[src/rtl/spi_segment_scanner.sv]
// SPI-slave controller for a time-multiplexed DIGITS-wide 7-segment display.
// Frames are 16 bits {cmd, addr, data}; each one is decoded when chip select rises.
module spi_segment_scanner #(
  parameter int DIGITS    = 4,
  parameter int SCAN_DIV  = 10_000,
  parameter int BLINK_DIV = 64
) (
  input  logic              clk,
  input  logic              rst_n,
  input  logic              spi_sck,
  input  logic              spi_cs_n,
  input  logic              spi_mosi,
  output logic [7:0]        seg_out,
  output logic [DIGITS-1:0] dig_en,
  output logic              frame_err
);

  localparam int IDX_W   = (DIGITS > 1) ? $clog2(DIGITS) : 1;
  localparam int SLOT_W  = $clog2(SCAN_DIV);
  localparam int FRAME_W = (BLINK_DIV > 1) ? $clog2(BLINK_DIV) : 1;

  localparam logic [3:0] CMD_RAW   = 4'h1;
  localparam logic [3:0] CMD_HEX   = 4'h2;
  localparam logic [3:0] CMD_BLINK = 4'h3;
  localparam logic [3:0] CMD_CTRL  = 4'h4;

  localparam logic [SLOT_W-1:0]  SLOT_LAST  = SLOT_W'(SCAN_DIV - 1);
  localparam logic [IDX_W-1:0]   IDX_LAST   = IDX_W'(DIGITS - 1);
  localparam logic [FRAME_W-1:0] FRAME_LAST = FRAME_W'(BLINK_DIV - 1);

  function automatic logic [6:0] hex7(input logic [3:0] nib);
    logic [6:0] s;
    case (nib)
      4'h0: s = 7'h3F;
      4'h1: s = 7'h06;
      4'h2: s = 7'h5B;
      4'h3: s = 7'h4F;
      4'h4: s = 7'h66;
      4'h5: s = 7'h6D;
      4'h6: s = 7'h7D;
      4'h7: s = 7'h07;
      4'h8: s = 7'h7F;
      4'h9: s = 7'h6F;
      4'hA: s = 7'h77;
      4'hB: s = 7'h7C;
      4'hC: s = 7'h39;
      4'hD: s = 7'h5E;
      4'hE: s = 7'h79;
      default: s = 7'h71;
    endcase
    return s;
  endfunction

  // Synchronisers plus one extra stage on SCK and CS for edge detection.
  logic [1:0] sck_sync, cs_sync, mosi_sync;
  logic       sck_prev, cs_prev;

  always_ff @(posedge clk or negedge rst_n) begin
    if (!rst_n) begin
      sck_sync  <= 2'b00;
      cs_sync   <= 2'b11;
      mosi_sync <= 2'b00;
      sck_prev  <= 1'b0;
      cs_prev   <= 1'b1;
    end else begin
      sck_sync  <= {sck_sync[0], spi_sck};
      cs_sync   <= {cs_sync[0], spi_cs_n};
      mosi_sync <= {mosi_sync[0], spi_mosi};
      sck_prev  <= sck_sync[1];
      cs_prev   <= cs_sync[1];
    end
  end

  logic sck_s, cs_s, mosi_s;
  logic sck_rise, cs_fall, cs_rise;

  assign sck_s    = sck_sync[1];
  assign cs_s     = cs_sync[1];
  assign mosi_s   = mosi_sync[1];
  assign sck_rise = sck_s & ~sck_prev;
  assign cs_fall  = ~cs_s & cs_prev;
  assign cs_rise  = cs_s & ~cs_prev;

  logic [15:0] shreg;
  logic [4:0]  bit_cnt;

  always_ff @(posedge clk or negedge rst_n) begin
    if (!rst_n) begin
      shreg   <= '0;
      bit_cnt <= '0;
    end else if (cs_fall) begin
      bit_cnt <= '0;
    end else if (sck_rise && !cs_s) begin
      shreg <= {shreg[14:0], mosi_s};
      if (bit_cnt != 5'd17) bit_cnt <= bit_cnt + 5'd1;
    end
  end

  logic [3:0]       cmd, addr;
  logic [7:0]       data;
  logic             wr_digit, wr_blink, wr_ctrl, set_err;
  logic [IDX_W-1:0] wr_idx;
  logic [7:0]       wr_val;

  assign cmd  = shreg[15:12];
  assign addr = shreg[11:8];
  assign data = shreg[7:0];

  always_comb begin
    wr_digit = 1'b0;
    wr_blink = 1'b0;
    wr_ctrl  = 1'b0;
    set_err  = 1'b0;
    wr_idx   = '0;
    wr_val   = '0;
    if (cs_rise) begin
      if (bit_cnt != 5'd16) begin
        set_err = 1'b1;
      end else begin
        case (cmd)
          CMD_RAW, CMD_HEX: begin
            if (int'(addr) < DIGITS) begin
              wr_digit = 1'b1;
              wr_idx   = addr[IDX_W-1:0];
              wr_val   = (cmd == CMD_RAW) ? data : {data[4], hex7(data[3:0])};
            end else begin
              set_err = 1'b1;
            end
          end
          CMD_BLINK: wr_blink = 1'b1;
          CMD_CTRL:  wr_ctrl  = 1'b1;
          default:   set_err  = 1'b1;
        endcase
      end
    end
  end

  logic [7:0]        digit [DIGITS];
  logic [DIGITS-1:0] blink_mask;
  logic              enable, test;

  always_ff @(posedge clk or negedge rst_n) begin
    if (!rst_n) begin
      for (int i = 0; i < DIGITS; i++) digit[i] <= 8'h00;
      blink_mask <= '0;
      enable     <= 1'b1;
      test       <= 1'b0;
      frame_err  <= 1'b0;
    end else begin
      if (wr_digit) digit[wr_idx] <= wr_val;
      if (wr_blink) blink_mask <= data[DIGITS-1:0];
      if (wr_ctrl) begin
        enable    <= data[0];
        test      <= data[1];
        frame_err <= 1'b0;
      end else if (set_err) begin
        frame_err <= 1'b1;
      end
    end
  end

  logic [SLOT_W-1:0]  slot_cnt;
  logic [IDX_W-1:0]   dig_idx;
  logic [FRAME_W-1:0] frame_cnt;
  logic               blink_ph;
  logic               slot_wrap, dig_wrap;

  assign slot_wrap = (slot_cnt == SLOT_LAST);
  assign dig_wrap  = slot_wrap && (dig_idx == IDX_LAST);

  always_ff @(posedge clk or negedge rst_n) begin
    if (!rst_n) begin
      slot_cnt  <= '0;
      dig_idx   <= '0;
      frame_cnt <= '0;
      blink_ph  <= 1'b0;
    end else begin
      slot_cnt <= slot_wrap ? '0 : slot_cnt + 1'b1;
      if (slot_wrap) dig_idx <= dig_wrap ? '0 : dig_idx + 1'b1;
      if (dig_wrap) begin
        if (frame_cnt == FRAME_LAST) begin
          frame_cnt <= '0;
          blink_ph  <= ~blink_ph;
        end else begin
          frame_cnt <= frame_cnt + 1'b1;
        end
      end
    end
  end

  // Slot 0 of every digit is blanked on both segments and enables to avoid ghosting.
  always_ff @(posedge clk or negedge rst_n) begin
    if (!rst_n) begin
      seg_out <= 8'h00;
      dig_en  <= '0;
    end else if (slot_cnt == '0) begin
      seg_out <= 8'h00;
      dig_en  <= '0;
    end else begin
      dig_en <= DIGITS'(1) << dig_idx;
      if (!enable)                            seg_out <= 8'h00;
      else if (test)                          seg_out <= 8'hFF;
      else if (blink_mask[dig_idx] && blink_ph) seg_out <= 8'h00;
      else                                    seg_out <= digit[dig_idx];
    end
  end

endmodule
[config.mk]
export PLATFORM = sky130hd
export DESIGN_NAME = spi_segment_scanner
export DESIGN_NICKNAME = d
export VERILOG_FILES = /design/src/rtl/spi_segment_scanner.sv
export SDC_FILE = /design/constraint.sdc
export NUM_CORES = 1
export LEC_CHECK = 0
export ABC_AREA = 1
export CAP_MARGIN = 10
export CORE_MARGIN = 4
export CORE_UTILIZATION = 65
export DETAILED_ROUTE_END_ITERATION = 8
export PLACE_DENSITY_LB_ADDON = 0.12
export RECOVER_POWER = 25
export SLEW_MARGIN = 15
export SYNTH_ARGS = -nofsm -noshare
export SYNTH_HDL_FRONTEND = slang
export SYNTH_SLANG_ARGS = --single-unit
[constraint.sdc]
create_clock -name clk -period 2.7 [get_ports clk]
set_input_delay 0.405 -clock clk [delete_from_list [all_inputs] [get_ports clk]]
set_output_delay 0.405 -clock clk [all_outputs]
set_load 0.02 [all_outputs]
==> flow_summary.ini <==
[global_route]
grt_max_degree = 53
gr-total-overflow = 0
grt_antenna_before_repair = 0
grt_pass1_vias = 3871
grtUsageTotal_pct = 25.0
grt_pass1_wl_um = 17800

[layout]
diodes = 0
drive_gt1_share_pct = 7.14
filler_cell_count = 533
area.growth.synth_to_final_pct = 10.2
final_cells = 743
fin_nets = 660

[logic_synthesis]
synth_compound_area_share_pct = 9.54
muxShareOfSynthArea_pct = 0.224
synth_top_area_share_pct = 49.2
synth.distinct_cells = 33
avgSynthCellArea_um2 = 8.14
syn-cell-area_um2 = 5040
mappedNetlistNets = 640
synth-seq-cells = 103
synth-simple-area-share_pct = 27.6
synth_area_leaders = dfrtp_1, nand2_1, o21ai_0
synth_xor_area_share_pct = 1.39
synthAdderAreaFrac_pct = 3.98
syn_inst = 619
synth_top_family_by_area = simple AND/OR/NAND/NOR gates
yosysTopAreaCell = dfrtp_1
seq_area_frac_synth_pct = 51.3
synth_warnings = 0

[clock_tree]
clock_latency_ps = 380
cts_made_buffers = 9
cts.sink_count = 103
cts_resized = 0
root_buffer = clkbuf_8
post-cts-setup-buffer-count = 0
postCtsHoldBufs = 0
cts_tree = built
cts_buffer_depth = 2
clkSlewWorstSetupHoldPaths_ps = 100
htreeDepth = 3

[power_and_ir_drop]
switching_share_pct = 28.0
pwr-share-clk_pct = 35.8
p_per_area_nw_per_um2 = 583
p_sw_w = 0.000906
pwr-share-comb_pct = 13.0
p_seq_share_pct = 51.3
p_leak_nw = 2.79
vdd_drop_max_uv = 497
p_int_w = 0.00233

[run]
max_cap_violations = 0

[routing]
viasPerCell = 5.57
vias = 4137
drt_wl_total_um = 10500
drtPass1Iterations = 7
drc = 0
drtIter0Drc = 298
ant_nets = 0
wl_per_cell_um = 14.1

[critical_path]
crit_path_frequent_cell = o21ai_0
critPathMaxStageDelay_ps = 570
critical_path.max_fanout = 15
cp_slowest_cell = o21ai_0
crit_arrival_ps = 2240
reg2reg_from = shreg[14]$_DFFE_PN0P_
r2r_setup_slack_ps = 770
worstPathRequired_ps = 3010
cpLargestDelayFamily = compound AO/OA/AOI/OAI gates
crit_buf_inv = 1
cp-start-kind = register
critPathKind = reg -> reg
cp-end-kind = register
ff2ff_path_depth = 5
path_cells = nor2_2, nand3_1, o21ai_0, o21ai_0, inv_1
r2r_end = digit[31]$_DFFE_PN0P_

[sta]
rsz0062_at_grt = false
tightest_slew_ps = 1290
finClkSkew_ps = 14.3
fin_crit_ps = 1930
max_slew_margin_pct = 13.9
setup_viol = 0
setup_tns_ps = 0
fin_crit_sh_pct = 71.3
finalHoldViolCount = 0
fmax_ghz = 0.519
finalMaxSlewViolations = 0
setup_ws_ps = 774

[floorplan]
io_pins = 18
core_area_um2 = 7410
die_y_um = 96.0
dieWidth_um = 96.0
start_util_pct = 68.0
dieArea_um2 = 9220
rows = 31

[min_path]
hp-class = in -> async

[placed_design]
dp_hpwl_um = 6940
gp_congestion = 0.901
numPortBuffers = 17
place_inst = 727
pre_cts_ws_ps = 836

[run_status]
status = finished, final reports clean
-- area by class of cell --
| cell class | count | area [um2] | share of cell area, % |
|---|---|---|---|
| Sequential cell | 103 | 2580 | 46.5 |
| Multi-Input combinational cell | 439 | 2150 | 38.8 |
| Inverter | 66 | 248 | 4.46 |
| Timing Repair Buffer | 20 | 200 | 3.61 |
| Clock buffer | 9 | 124 | 2.23 |
| Tap cell | 99 | 124 | 2.23 |
| Clock inverter | 7 | 119 | 2.14 |
-- how the worst max path moves through the flow --
stage                                startpoint                     to  slack, ps  cells after the start
after floorplan            shreg[1]$_DFFE_PN0P_  digit[19]$_DFFE_PN0P_       1290                      7
after global placement    shreg[14]$_DFFE_PN0P_  digit[31]$_DFFE_PN0P_        920                      5
after detailed placement  shreg[14]$_DFFE_PN0P_  digit[31]$_DFFE_PN0P_        840                      5
after CTS                 shreg[14]$_DFFE_PN0P_  digit[31]$_DFFE_PN0P_        820                      5
after global routing      shreg[14]$_DFFE_PN0P_  digit[31]$_DFFE_PN0P_        630                      5
final                     shreg[14]$_DFFE_PN0P_  digit[31]$_DFFE_PN0P_        770                      5
-- per-stage QoR --
stage,hold slack (ps),utilization [%],instance area (um2),total power (W)
floorplan,109,-,5040,0.00197
global placement,337,71.7,5310,0.00208
detailed placement,337,71.7,5310,0.00210
CTS,72.2,75.0,5550,0.00324
global route,371,74.9,5550,0.00338
finish,289,74.9,5550,0.00324
-- power groups by stage --
stage	registers [W]	logic, W	clock network, W
5_1_grt	0.00167	0.000474	0.00124
4_1_cts	0.00166	0.000416	0.00117
2_1_floorplan	0.00167	0.000301	0
3_5_place_dp	0.00169	0.000410	0
3_3_place_gp	0.00168	0.000398	0
6_report	0.00166	0.000419	0.00116
-- state kept, by name, indices dropped and copies added, names as in the netlist, 2 cells and up --
name	flops
cs_sync	2
dig_en	4
dig_idx	2
blink_mask	4
frame_cnt	6
slot_cnt	14
seg_out	8
mosi_sync	2
shreg	16
digit	32
bit_cnt	5
sck_sync	2
-- cells in the final DEF (no fill, tap or decap), drive strengths merged, types with 3 or more instances in the layout --
cell type / Yosys / layout
a21oi: 14 / 14
nor3: 5 / 5
nand4: 9 / 9
xor2: 6 / 6
dlygate4sd3: 0 / 3
dfrtp: 99 / 99
dfstp: 4 / 4
ha: 16 / 16
nor2: 77 / 77
buf: 7 / 3
inv: 65 / 66
o22ai: 8 / 8
clkbuf: 4 / 10
clkdlybuf4s50: 0 / 13
nand2: 196 / 196
bufinv: 0 / 3
nand3: 33 / 33
o21ai: 61 / 61
nor3b: 3 / 3
-- kinds of logic (layout without fill, tap and decap cells) --
logic type | count (synthesis) | count (layout)
compound gates | 87 | 87
xor+xnor | 8 | 8
fa+ha+maj | 16 | 16
buf+inv | 77 | 102
flops | 103 | 103
mux | 1 | 1
simple gates | 327 | 327
-- synth_stat cells --
| cell type | instances |
|---|---|
| nand3_2 | 3 |
| inv_2 | 3 |
| clkinv_1 | 1 |
| buf_4 | 1 |
| nand2_2 | 1 |
| dfstp_2 | 4 |
| a21o_1 | 1 |
| nor3_1 | 5 |
| o22ai_1 | 8 |
| nor2_1 | 68 |
| dfrtp_1 | 99 |
| a21oi_1 | 13 |
| o21ai_0 | 59 |
| xor2_1 | 6 |
| or2_2 | 1 |
| a21oi_2 | 1 |
| and2_1 | 1 |
| nor2_2 | 3 |
| nand2_1 | 195 |
| inv_1 | 62 |
| nand3_1 | 30 |
| nor2_4 | 6 |
| nand3b_1 | 2 |
| nor3b_1 | 3 |
| clkbuf_1 | 4 |
| o211ai_1 | 2 |
| xnor2_1 | 2 |
| buf_2 | 6 |
| nand4_1 | 9 |
| o21ai_2 | 2 |
| a31oi_4 | 1 |
| ha_1 | 16 |
| mux2_2 | 1 |
-- worst register-to-register path, cell delays in order (launching register included) --
cell	delay, ps
dfrtp_1	430
nor2_2	170
nand3_1	480
o21ai_0	570
o21ai_0	160
inv_1	60
-- metal layers --
metal / vias to the layer above / wire length, um / global-route usage [%]
li1: 2002 / - / -
met2: 147 / 4950 / 39.2
met1: 1965 / 4700 / 34.6
met4: 0 / 197 / 9.36
met5: - / 0 / 0
met3: 23 / 625 / 5.08
Note: power is estimated with default switching activity, not from simulation.
